## src/rtl/decode_stage_pkg.sv

```systemverilog
// decode_stage_pkg: shared definitions for the RV32I decode stage.
//   - RV32I major opcode constants (OPC_*)
//   - 4-bit ALU operation codes (ALU_*) consumed by execute
//   - id_ex_t: the registered ID/EX bundle handed to execute
//   - alu_from_funct3(): maps funct3/funct7[5] to an ALU code
package decode_stage_pkg;

  localparam logic [6:0] OPC_OP     = 7'b0110011;
  localparam logic [6:0] OPC_OP_IMM = 7'b0010011;
  localparam logic [6:0] OPC_LOAD   = 7'b0000011;
  localparam logic [6:0] OPC_STORE  = 7'b0100011;
  localparam logic [6:0] OPC_BRANCH = 7'b1100011;
  localparam logic [6:0] OPC_JAL    = 7'b1101111;
  localparam logic [6:0] OPC_JALR   = 7'b1100111;
  localparam logic [6:0] OPC_LUI    = 7'b0110111;
  localparam logic [6:0] OPC_AUIPC  = 7'b0010111;

  localparam logic [3:0] ALU_ADD   = 4'd0;
  localparam logic [3:0] ALU_SUB   = 4'd1;
  localparam logic [3:0] ALU_SLL   = 4'd2;
  localparam logic [3:0] ALU_SLT   = 4'd3;
  localparam logic [3:0] ALU_SLTU  = 4'd4;
  localparam logic [3:0] ALU_XOR   = 4'd5;
  localparam logic [3:0] ALU_SRL   = 4'd6;
  localparam logic [3:0] ALU_SRA   = 4'd7;
  localparam logic [3:0] ALU_OR    = 4'd8;
  localparam logic [3:0] ALU_AND   = 4'd9;
  localparam logic [3:0] ALU_PASSB = 4'd10;

  typedef struct packed {
    logic        valid;
    logic [31:0] pc;
    logic [4:0]  rs1;
    logic [4:0]  rs2;
    logic [31:0] rs1_val;
    logic [31:0] rs2_val;
    logic [4:0]  rd;
    logic [31:0] imm;
    logic [3:0]  alu_op;
    logic        src_a_pc;
    logic        src_b_imm;
    logic [2:0]  funct3;
    logic        is_branch;
    logic        is_jal;
    logic        is_jalr;
    logic        mem_read;
    logic        mem_write;
    logic        reg_write;
    logic        illegal;
  } id_ex_t;

  // alt is ir[30]. For OP-IMM only the shift-right pair looks at it;
  // ADDI has no subtract form, so is_reg gates the SUB selection.
  function automatic logic [3:0] alu_from_funct3(input logic [2:0] funct3,
                                                 input logic       alt,
                                                 input logic       is_reg);
    logic [3:0] op;
    op = ALU_ADD;
    case (funct3)
      3'b000: op = (is_reg && alt) ? ALU_SUB : ALU_ADD;
      3'b001: op = ALU_SLL;
      3'b010: op = ALU_SLT;
      3'b011: op = ALU_SLTU;
      3'b100: op = ALU_XOR;
      3'b101: op = alt ? ALU_SRA : ALU_SRL;
      3'b110: op = ALU_OR;
      3'b111: op = ALU_AND;
      default: op = ALU_ADD;
    endcase
    return op;
  endfunction

endpackage

```

## src/rtl/decode_stage_regfile.sv

```systemverilog
// regfile: 32 x XLEN integer register file, two async read ports, one
// synchronous write port, with same-cycle write-to-read bypass.
//   clk, reset        clock (rising), async active-low reset (clears x1..x31)
//   raddr1/raddr2     read indices; rdata1/rdata2 combinational read data
//   we/waddr/wdata    writeback port, written on the rising edge
// x0 is never written and always reads as zero.
module regfile
  import decode_stage_pkg::*;
#(
  parameter int XLEN = 32,
  parameter int NREG = 32
) (
  input  logic            clk,
  input  logic            reset,
  input  logic [4:0]      raddr1,
  input  logic [4:0]      raddr2,
  output logic [XLEN-1:0] rdata1,
  output logic [XLEN-1:0] rdata2,
  input  logic            we,
  input  logic [4:0]      waddr,
  input  logic [XLEN-1:0] wdata
);

  logic [XLEN-1:0] regs_q [0:NREG-1];
  logic [XLEN-1:0] regs_d [0:NREG-1];

  always_comb begin
    regs_d = regs_q;
    regs_d[0] = '0;
    for (int i = 1; i < NREG; i++) begin
      if (we && (waddr == i[4:0])) regs_d[i] = wdata;
    end
  end

  always_ff @(posedge clk or negedge reset) begin
    if (!reset) begin
      for (int i = 0; i < NREG; i++) regs_q[i] <= '0;
    end else begin
      for (int i = 0; i < NREG; i++) regs_q[i] <= regs_d[i];
    end
  end

  // Bypass: a value being written this cycle is visible to the reader now,
  // so decode never sees a stale operand for an instruction in writeback.
  always_comb begin
    rdata1 = '0;
    if (raddr1 != 5'd0) rdata1 = (we && (waddr == raddr1)) ? wdata : regs_q[raddr1];
  end

  always_comb begin
    rdata2 = '0;
    if (raddr2 != 5'd0) rdata2 = (we && (waddr == raddr2)) ? wdata : regs_q[raddr2];
  end

endmodule

```

## src/rtl/decode_stage.sv

```systemverilog
// decode_stage: ID stage of the 5-stage RV32I pipeline.
//   clk, reset            clock (rising), async active-low reset
//   ir, npc               instruction in decode and its address
//   flush                 taken branch/jump resolved in EX; kills decode
//   wb_we/wb_rd/wb_data   writeback port into the register file
//   stallF, stallD        hold PC / hold ir+npc (load-use hazard)
//   ex_*                  registered ID/EX bundle for execute
//
// Stall contract: stallF/stallD are combinational from this cycle's ir and the
// current ID/EX contents. When high, fetch must hold ir/npc unchanged for the
// next cycle while this stage loads a bubble; flush overrides and forces both
// low. There is no other flow control between fetch and decode.
module decode_stage
  import decode_stage_pkg::*;
#(
  parameter int XLEN = 32,
  parameter int NREG = 32
) (
  input  logic            clk,
  input  logic            reset,
  input  logic [XLEN-1:0] ir,
  input  logic [XLEN-1:0] npc,
  input  logic            flush,
  input  logic            wb_we,
  input  logic [4:0]      wb_rd,
  input  logic [XLEN-1:0] wb_data,
  output logic            stallF,
  output logic            stallD,
  output logic            ex_valid,
  output logic [XLEN-1:0] ex_pc,
  output logic [4:0]      ex_rs1,
  output logic [4:0]      ex_rs2,
  output logic [XLEN-1:0] ex_rs1_val,
  output logic [XLEN-1:0] ex_rs2_val,
  output logic [4:0]      ex_rd,
  output logic [XLEN-1:0] ex_imm,
  output logic [3:0]      ex_alu_op,
  output logic            ex_src_a_pc,
  output logic            ex_src_b_imm,
  output logic [2:0]      ex_funct3,
  output logic            ex_is_branch,
  output logic            ex_is_jal,
  output logic            ex_is_jalr,
  output logic            ex_mem_read,
  output logic            ex_mem_write,
  output logic            ex_reg_write,
  output logic            ex_illegal
);

  id_ex_t ex_q, ex_d;
  logic   d_valid_q, d_valid_d;

  // Decode fields
  logic [6:0]  opcode;
  logic [4:0]  rd_f, rs1_f, rs2_f;
  logic [2:0]  funct3_f;
  logic [31:0] imm_i, imm_s, imm_b, imm_u, imm_j;

  // Control decode results
  logic        legal, use_rs1, use_rs2;
  logic [31:0] imm;
  logic [3:0]  alu_op;
  logic        src_a_pc, src_b_imm;
  logic        is_branch, is_jal, is_jalr;
  logic        mem_read, mem_write, reg_write;

  logic [4:0]  rs1_idx, rs2_idx;
  logic [31:0] rs1_val, rs2_val;
  logic        hazard, stall;

  always_comb begin
    opcode   = ir[6:0];
    rd_f     = ir[11:7];
    funct3_f = ir[14:12];
    rs1_f    = ir[19:15];
    rs2_f    = ir[24:20];
    imm_i    = {{20{ir[31]}}, ir[31:20]};
    imm_s    = {{20{ir[31]}}, ir[31:25], ir[11:7]};
    imm_b    = {{19{ir[31]}}, ir[31], ir[7], ir[30:25], ir[11:8], 1'b0};
    imm_u    = {ir[31:12], 12'b0};
    imm_j    = {{11{ir[31]}}, ir[31], ir[19:12], ir[20], ir[30:21], 1'b0};
  end

  always_comb begin
    legal     = 1'b1;
    use_rs1   = 1'b0;
    use_rs2   = 1'b0;
    imm       = '0;
    alu_op    = ALU_ADD;
    src_a_pc  = 1'b0;
    src_b_imm = 1'b0;
    is_branch = 1'b0;
    is_jal    = 1'b0;
    is_jalr   = 1'b0;
    mem_read  = 1'b0;
    mem_write = 1'b0;
    reg_write = 1'b0;
    case (opcode)
      OPC_OP: begin
        use_rs1 = 1'b1; use_rs2 = 1'b1; reg_write = 1'b1;
        alu_op  = alu_from_funct3(funct3_f, ir[30], 1'b1);
      end
      OPC_OP_IMM: begin
        use_rs1 = 1'b1; reg_write = 1'b1; src_b_imm = 1'b1; imm = imm_i;
        alu_op  = alu_from_funct3(funct3_f, ir[30], 1'b0);
      end
      OPC_LOAD: begin
        use_rs1 = 1'b1; reg_write = 1'b1; mem_read = 1'b1;
        src_b_imm = 1'b1; imm = imm_i;
      end
      OPC_STORE: begin
        use_rs1 = 1'b1; use_rs2 = 1'b1; mem_write = 1'b1;
        src_b_imm = 1'b1; imm = imm_s;
      end
      OPC_BRANCH: begin
        use_rs1 = 1'b1; use_rs2 = 1'b1; is_branch = 1'b1;
        imm = imm_b; alu_op = ALU_SUB;
      end
      // Link value is pc+4: A takes the PC, EX supplies the constant.
      OPC_JAL: begin
        is_jal = 1'b1; reg_write = 1'b1; src_a_pc = 1'b1; imm = imm_j;
      end
      OPC_JALR: begin
        use_rs1 = 1'b1; is_jalr = 1'b1; reg_write = 1'b1; src_a_pc = 1'b1;
        imm = imm_i;
      end
      OPC_LUI: begin
        reg_write = 1'b1; src_b_imm = 1'b1; imm = imm_u; alu_op = ALU_PASSB;
      end
      OPC_AUIPC: begin
        reg_write = 1'b1; src_a_pc = 1'b1; src_b_imm = 1'b1; imm = imm_u;
      end
      default: legal = 1'b0;
    endcase
  end

  // Unused source fields read as x0, which also keeps them out of the
  // hazard compare below (ex_rd==0 never matches).
  assign rs1_idx = use_rs1 ? rs1_f : 5'd0;
  assign rs2_idx = use_rs2 ? rs2_f : 5'd0;

  regfile #(.XLEN(XLEN), .NREG(NREG)) u_regfile (
    .clk    (clk),
    .reset  (reset),
    .raddr1 (rs1_idx),
    .raddr2 (rs2_idx),
    .rdata1 (rs1_val),
    .rdata2 (rs2_val),
    .we     (wb_we),
    .waddr  (wb_rd),
    .wdata  (wb_data)
  );

  always_comb begin
    hazard = d_valid_q && ex_q.valid && ex_q.mem_read && (ex_q.rd != 5'd0) &&
             (((rs1_idx == ex_q.rd)) || ((rs2_idx == ex_q.rd)));
    stall  = hazard && !flush;
  end

  assign stallF = stall;
  assign stallD = stall;

  always_comb begin
    d_valid_d = 1'b1;
    ex_d      = '0;
    if (d_valid_q && !flush && !hazard) begin
      if (legal) begin
        ex_d.valid     = 1'b1;
        ex_d.pc        = npc;
        ex_d.rs1       = rs1_idx;
        ex_d.rs2       = rs2_idx;
        ex_d.rs1_val   = rs1_val;
        ex_d.rs2_val   = rs2_val;
        ex_d.rd        = reg_write ? rd_f : 5'd0;
        ex_d.imm       = imm;
        ex_d.alu_op    = alu_op;
        ex_d.src_a_pc  = src_a_pc;
        ex_d.src_b_imm = src_b_imm;
        ex_d.funct3    = funct3_f;
        ex_d.is_branch = is_branch;
        ex_d.is_jal    = is_jal;
        ex_d.is_jalr   = is_jalr;
        ex_d.mem_read  = mem_read;
        ex_d.mem_write = mem_write;
        ex_d.reg_write = reg_write;
      end else begin
        ex_d.illegal = 1'b1;
      end
    end
  end

  always_ff @(posedge clk or negedge reset) begin
    if (!reset) begin
      ex_q      <= '0;
      d_valid_q <= 1'b0;
    end else begin
      ex_q      <= ex_d;
      d_valid_q <= d_valid_d;
    end
  end

  assign ex_valid     = ex_q.valid;
  assign ex_pc        = ex_q.pc;
  assign ex_rs1       = ex_q.rs1;
  assign ex_rs2       = ex_q.rs2;
  assign ex_rs1_val   = ex_q.rs1_val;
  assign ex_rs2_val   = ex_q.rs2_val;
  assign ex_rd        = ex_q.rd;
  assign ex_imm       = ex_q.imm;
  assign ex_alu_op    = ex_q.alu_op;
  assign ex_src_a_pc  = ex_q.src_a_pc;
  assign ex_src_b_imm = ex_q.src_b_imm;
  assign ex_funct3    = ex_q.funct3;
  assign ex_is_branch = ex_q.is_branch;
  assign ex_is_jal    = ex_q.is_jal;
  assign ex_is_jalr   = ex_q.is_jalr;
  assign ex_mem_read  = ex_q.mem_read;
  assign ex_mem_write = ex_q.mem_write;
  assign ex_reg_write = ex_q.reg_write;
  assign ex_illegal   = ex_q.illegal;

endmodule

```

## config.mk

```make
export PLATFORM = sky130hd
export DESIGN_NAME = decode_stage
export DESIGN_NICKNAME = d
export VERILOG_FILES = /design/src/rtl/decode_stage_pkg.sv /design/src/rtl/decode_stage_regfile.sv /design/src/rtl/decode_stage.sv
export SDC_FILE = /design/constraint.sdc
export NUM_CORES = 2
export LEC_CHECK = 0
export CORE_ASPECT_RATIO = 0.9
export CORE_MARGIN = 2
export CORE_UTILIZATION = 45
export DETAILED_ROUTE_END_ITERATION = 7
export GPL_TIMING_DRIVEN = 1
export PLACE_DENSITY = 0.68
export SYNTH_ARGS = -nofsm -noshare
export SYNTH_HDL_FRONTEND = slang
export SYNTH_SLANG_ARGS = --single-unit
```

## constraint.sdc

```tcl
create_clock -name clk -period 2.52 [get_ports clk]
set_input_delay 0.378 -clock clk [delete_from_list [all_inputs] [get_ports clk]]
set_output_delay 0.378 -clock clk [all_outputs]
set_load 0.03 [all_outputs]
```

# --- Word-level counts from Yosys, hierarchy flattened ---
# Index checks and enable logic that the tools add are counted.
totals:
  reg_bits: 1153
  input_bits: 105
  output_inout_bits: 162
  elab_cells: 194
op_classes:
  magnitude_cmp: 2
  n_eq_ne: 51
  mux: 33
  bitwise_logic: 2
  reduce_logical: 55
op_table:
  columns: ["operator", "count"]
  rows:
  - ["$bmux 32 s5", 2]
  - ["$mux 32", 8]
  - ["$mux 160", 1]
  - ["$pmux 32 s5", 1]
  - ["$mux 159", 1]
  - ["$eq 5x5->1 const B", 16]
  - ["$pmux 4 s8", 2]
  - ["$eq 5x4->1 const B", 8]
  - ["$logic_and 1x1->1", 40]
  - ["$eq 7x6->1 const B", 3]
  - ["$eq 7x7->1 const B", 3]
  - ["$eq 5x3->1 const B", 4]
  - ["$eq 5x5->1", 4]
  - ["$pmux 4 s4", 1]
  - ["$mux 5", 3]
  - ["$reduce_bool 5->1", 3]
  - ["$eq 7x5->1 const B", 2]
  - ["$mux 1", 14]
  - ["$eq 3x3->1 const B", 4]
  - ["$ge 6x6->1 const B", 2]
  - ["$not 5->6", 2]
  - ["$eq 5x2->1 const B", 2]
  - ["$reduce_or 3->1", 3]
  - ["$reduce_or 9->1", 1]
  - ["11 further kinds", 13]

# --- Depth between registers and ports, before layout ---
depth:
  depth_word: 12
  ltp_mapped: 13

# --- Modules after synthesis ---
# Synthesis repeated with hierarchy kept, for this count alone.
unflattened:
  cells_unflattened: 4198
  area_unflattened_um2: 60239.0
by_module_without_submodules:
  columns: ["mod", "instances", "cells_per_inst", "area_per_inst_um2"]
  rows:
  - ["regfile", 1, 3685, 54149.4]
  - ["decode_stage", 1, 513, 6089.6]

# --- Worst setup path before layout ---
# No wires, ideal clock.
synth_timing:
  kind: "input to output"
  from: "in ir[3]"
  to: "out stallF"
  t_arrival_ns: 2.217
  required_time_ns: 2.142
  path_slack_ns: -0.075
  cell_stages: 7
  path_buffers: 2
  cell_sequence: "buf_2 nand3b_4 nor3_4 mux2i_1 nand4_1 a21oi_1 buf_4"
synth_between:
  elab_chain_cells: 8
  word_cells_on_any_way: 17
  cone_classes: "8 x eq/ne; 4 x mux; 5 x reduce/logical"
synth_rtl:
  columns: ["element", "line_no", "rtl"]
  rows:
  - ["from (decl)", "decode_stage.sv:21", "input logic [XLEN-1:0] ir,"]
  - ["$eq 7x5->1 (tied with other cells)", "decode_stage.sv:98", "case (opcode)"]
  - ["$reduce_or 6->1 (no source line) or $reduce_or 3->1 (tied branches)", null, null]
  - ["$mux 1", "decode_stage.sv:98", null]
  - ["$mux 5 (on tied branches)", "decode_stage.sv:139, decode_stage.sv:140", null]
  - ["$eq 5x5->1", "decode_stage.sv:156", "(((rs1_idx == ex_q.rd)) || ((rs2_idx == ex_q.rd)));"]
  - ["$logic_or 1x1->1 *", "decode_stage.sv:156", null]
  - ["$logic_and 1x1->1 *", "decode_stage.sv:155", "hazard = d_valid_q && ex_q.valid && ex_q.mem_read && (ex_q.rd != 5'd0) &&"]
  - ["$logic_and 1x1->1 *", "decode_stage.sv:157", "stall = hazard && !flush;"]
  - ["to (decl)", "decode_stage.sv:27", "output logic stallF,"]
# Every way passes the cells marked *; elsewhere a longest branch is shown, timed or not.

# --- Final worst setup path ---
layout_timing:
  from: "reg ex_q, in the netlist ex_rd[1]"
  to: "out stallD"
layout_between:
  elab_chain_cells: 4
  word_cells_on_any_way: 7
  cone_classes: "2 x eq/ne; 5 x reduce/logical"
layout_rtl:
  columns: ["element", "line_no", "rtl"]
  rows:
  - ["from (decl)", "decode_stage.sv:50", "id_ex_t ex_q, ex_d;"]
  - ["from (signal assigned)", "decode_stage.sv:194", "ex_q <= '0;"]
  - ["from (signal assigned)", "decode_stage.sv:197", "ex_q <= ex_d;"]
  - ["$eq 5x5->1 or $reduce_bool 5->1 (tied branches)", "decode_stage.sv:156, decode_stage.sv:155", null]
  - ["$logic_or 1x1->1 or $logic_and 1x1->1 (tied branches)", "decode_stage.sv:156, decode_stage.sv:155", null]
  - ["$logic_and 1x1->1 *", "decode_stage.sv:155", null]
  - ["$logic_and 1x1->1 *", "decode_stage.sv:157", null]
  - ["to (decl)", "decode_stage.sv:28", "output logic stallD,"]
# Marks and branches as above.

==> impl_metrics.yaml <==
outcome:
  status: "finished with violations"
  violations: "setup timing"
global_route:
  grt.total_usage_pct: 37.9
  antenna_found_initial: 28
  grt_pass1_vias: 51500
  grt_pass1_wl_um: 375000
  grt_max_degree: 113
  grt.overflow.total: 0
worst_setup_path:
  reg2reg_to: "ex_rs2_val[7]"
  start_kind: "register"
  regToRegSetupSlack_ps: -260
  required_ps: 2140
  crit_fanout: 6
  critPathArrivalTime_ps: 2680
  crit_path_end_kind: "primary output"
  reg2reg_depth: 9
  worstSetupPathType: "register to primary output"
  startpoint: "ex_rd[1]"
  crit_end: "stallD"
  r2r_start: "ex_rd[1]"
run:
  max_cap_violations: 0
floorplanning:
  start_util_pct: 45.3
  io_pins: 267
  rows: 127
  die_y_um: 351
  die-area_sq_um: 137000
  core_sq_um: 133000
  fp.dieW_um: 390
synthesis:
  yosys_warnings: 0
  synth_top_area_share_pct: 47.9
  synthTopCellsByCount: "1153 x dfrtp_1, 1040 x mux2_2, 331 x mux2i_1"
  synth.distinct_cells: 90
  synth.cell_area_sq_um: 60200
  synth_fp_nets: 5243
  avgSynthCellArea_sq_um: 11.7
  synth_cells: 5138
  synth_top_area_cell: "dfrtp_1"
  synth_edf_count: 0
  synth.area.top_cells: "dfrtp_1 48%, mux2_2 19%, mux2i_1 5.5%"
  synth.most_common_cell: "dfrtp_1"
  ys_seq_area_share_pct: 47.9
  synthFlopType: "dfrtp_1"
  synth-seq-cells: 1153
  async_flop_share_pct: 100
worst_hold_path:
  holdCritStartpoint: "ir[15]"
  hp-class: "input port to register"
timing:
  max_freq_ghz: 0.327
  tns_ps: -20410
  finalSetupViolations: 134
  tightest_slew_ps: 1170
  fin_crit_ps: 3060
  hold_violations: 0
  fin_crit_sh_pct: 121
  fin_skew_ps: 53.0
  maxSlewHeadroom_pct: 21.8
  grt_setup_unrepaired: "yes"
  worst_slack_ps: -537
  slew_viol_final: 0
drt:
  ant_nets: 0
  routed_via_density: 6.96
  drcViolationCount: 0
  first_iter_violations: 8544
  finalWirelength_um: 267000
  wl_per_cell_um: 34.7
  vias: 53600
  dr.pass1.iters: 7
final_layout:
  drive_gt1_share_pct: 40.7
  fillers: 10600
  area_growth_pct: 27.9
  nNetsFinal: 5956
  final_area_sq_um: 77000
placed_design:
  dp_hpwl_um: 183000
  gp_congestion: 1.05
  io_buffers: 266
  dpl_cell_area_sq_um: 71700
power_and_ir_drop:
  p_per_area_nw_per_um2: 667
  ir_drop_v: 0.000630
  p_leak_nw: 33.6
clock_network:
  cts_made_buffers: 117
  path_clk_slew_ps: 70
  cts_tree: "done"
  cts_root_buffer: "clkbuf_16"
  cts_max_path_buffers: 3
  numClockSinks: 1153
  clock_latency_ps: 790
  cts-htree-levels: 3
[cells by family (layout without fill, tap and decap cells)]
group           after synthesis  after routing  synth area share [%]
flops                      1153           1153                  47.9
buf+inv                     560           1368                  3.89
simple gates                829            829                  6.61
compound gates             1126           1127                  13.2
mux                        1456           1456                  28.1
xor+xnor                     13             13                 0.189
other cells                   1             19               0.00623
[power breakdown]
| group | internal, mW | total (mW) | switching, mW |
|---|---|---|---|
| Sequential | 21.7 | 24.3 | 2.62 |
| Clock | 10.3 | 18.2 | 7.93 |
| Combinational | 4.80 | 8.87 | 4.07 |
[worst max-delay path, stage by stage, from the launching register on]
cell and delay, ps:
dfrtp_2 410, buf_4 180, nor4bb_1 290, a31oi_1 120
o32ai_2 170, nand4_1 230, buf_4 210, a21oi_4 170
buf_6 160
[state kept, by name, summed over array words and instances, names as in the netlist, 3 cells and up]
register          cells
ex_rs1_val           32
ex_rs2_val           32
ex_funct3             3
ex_rd                 5
ex_pc                32
ex_rs1                5
ex_rs2                5
ex_alu_op             4
ex_imm               32
u_regfile.regs_q    992
[metal layers]
layer | share of wire [%] | up-vias | wire, um | GRT usage [%]
li1 | - | 20800 | - | -
met1 | 37 | 27000 | 98600 | 49.4
met2 | 41 | 4648 | 109000 | 52.6
met3 | 15 | 1142 | 40900 | 15.0
met4 | 7.1 | 28 | 18900 | 23.1
met5 | 0.061 | - | 163 | 0
[layout by cell type (no fill, tap or decap), types with 26 or more instances in the layout]
master,count
a211o_1,29
a211oi_1,49
a21oi_1,230
a221o_1,36
a221oi_1,139
a31oi_1,50
a32oi_1,32
and2_4,38
buf_12,190
buf_4,629
buf_6,34
clkbuf_1,27
clkbuf_16,127
clkdlybuf4s50_1,252
clkinv_2,26
dfrtp_1,1151
mux2_2,1040
mux2i_1,330
mux4_2,85
nand2_1,306
nand3_1,110
nor2_1,117
nor2b_1,37
nor3_1,33
o211ai_1,40
o21ai_0,176
o221ai_1,27
o22a_1,31
o22ai_1,81
[how the worst min path moves through the flow]
stage	endpoint	slack, ps	cells past startpoint
after floorplan	d_valid_q	80	0
after global placement	ex_pc[1]	360	1
after detailed placement	ex_pc[2]	350	1
after CTS	ex_imm[15]	30	4
after global routing	ex_imm[15]	80	4
final	ex_imm[15]	80	4
[per-stage QoR]
step	utilization (%)	hold slack, ps	setup WS [ps]	power (mW)	cells
4_1_cts	57.0	33.4	-523	50.9	7656
3_5_place_dp	53.9	353	-1270	33.0	7432
6_report	57.9	81.7	-537	51.4	7706
5_1_grt	57.8	82.5	-622	52.9	7689
3_3_place_gp	53.9	360	-1290	32.5	7432
2_1_floorplan	-	82.4	6.55	29.4	5138
[timing repair]
item / CTS / global route
hold endpoints to repair: 123 / 0
hold buffers: 2 / 0
resized for setup: 37 / 182
pin swaps: 7 / 63
buffers inserted: 7 / 28
gates cloned: 0 / 11
setup endpoints to repair: 153 / 162
[layout make-up]
| type | count | area (sq um) | area share [%] |
|---|---|---|---|
| inverter | 26 | 110 | 0.143 |
| antenna | 18 | 45.0 | 0.0585 |
| multi-input combinational | 3426 | 30100 | 39.1 |
| timing repair buffer | 1127 | 11800 | 15.3 |
| clock inverter | 44 | 495 | 0.644 |
| clock buffer | 171 | 3420 | 4.45 |
| sequential | 1153 | 28900 | 37.5 |
| tap | 1741 | 2180 | 2.83 |
Note: power is estimated with default switching activity, not from simulation.
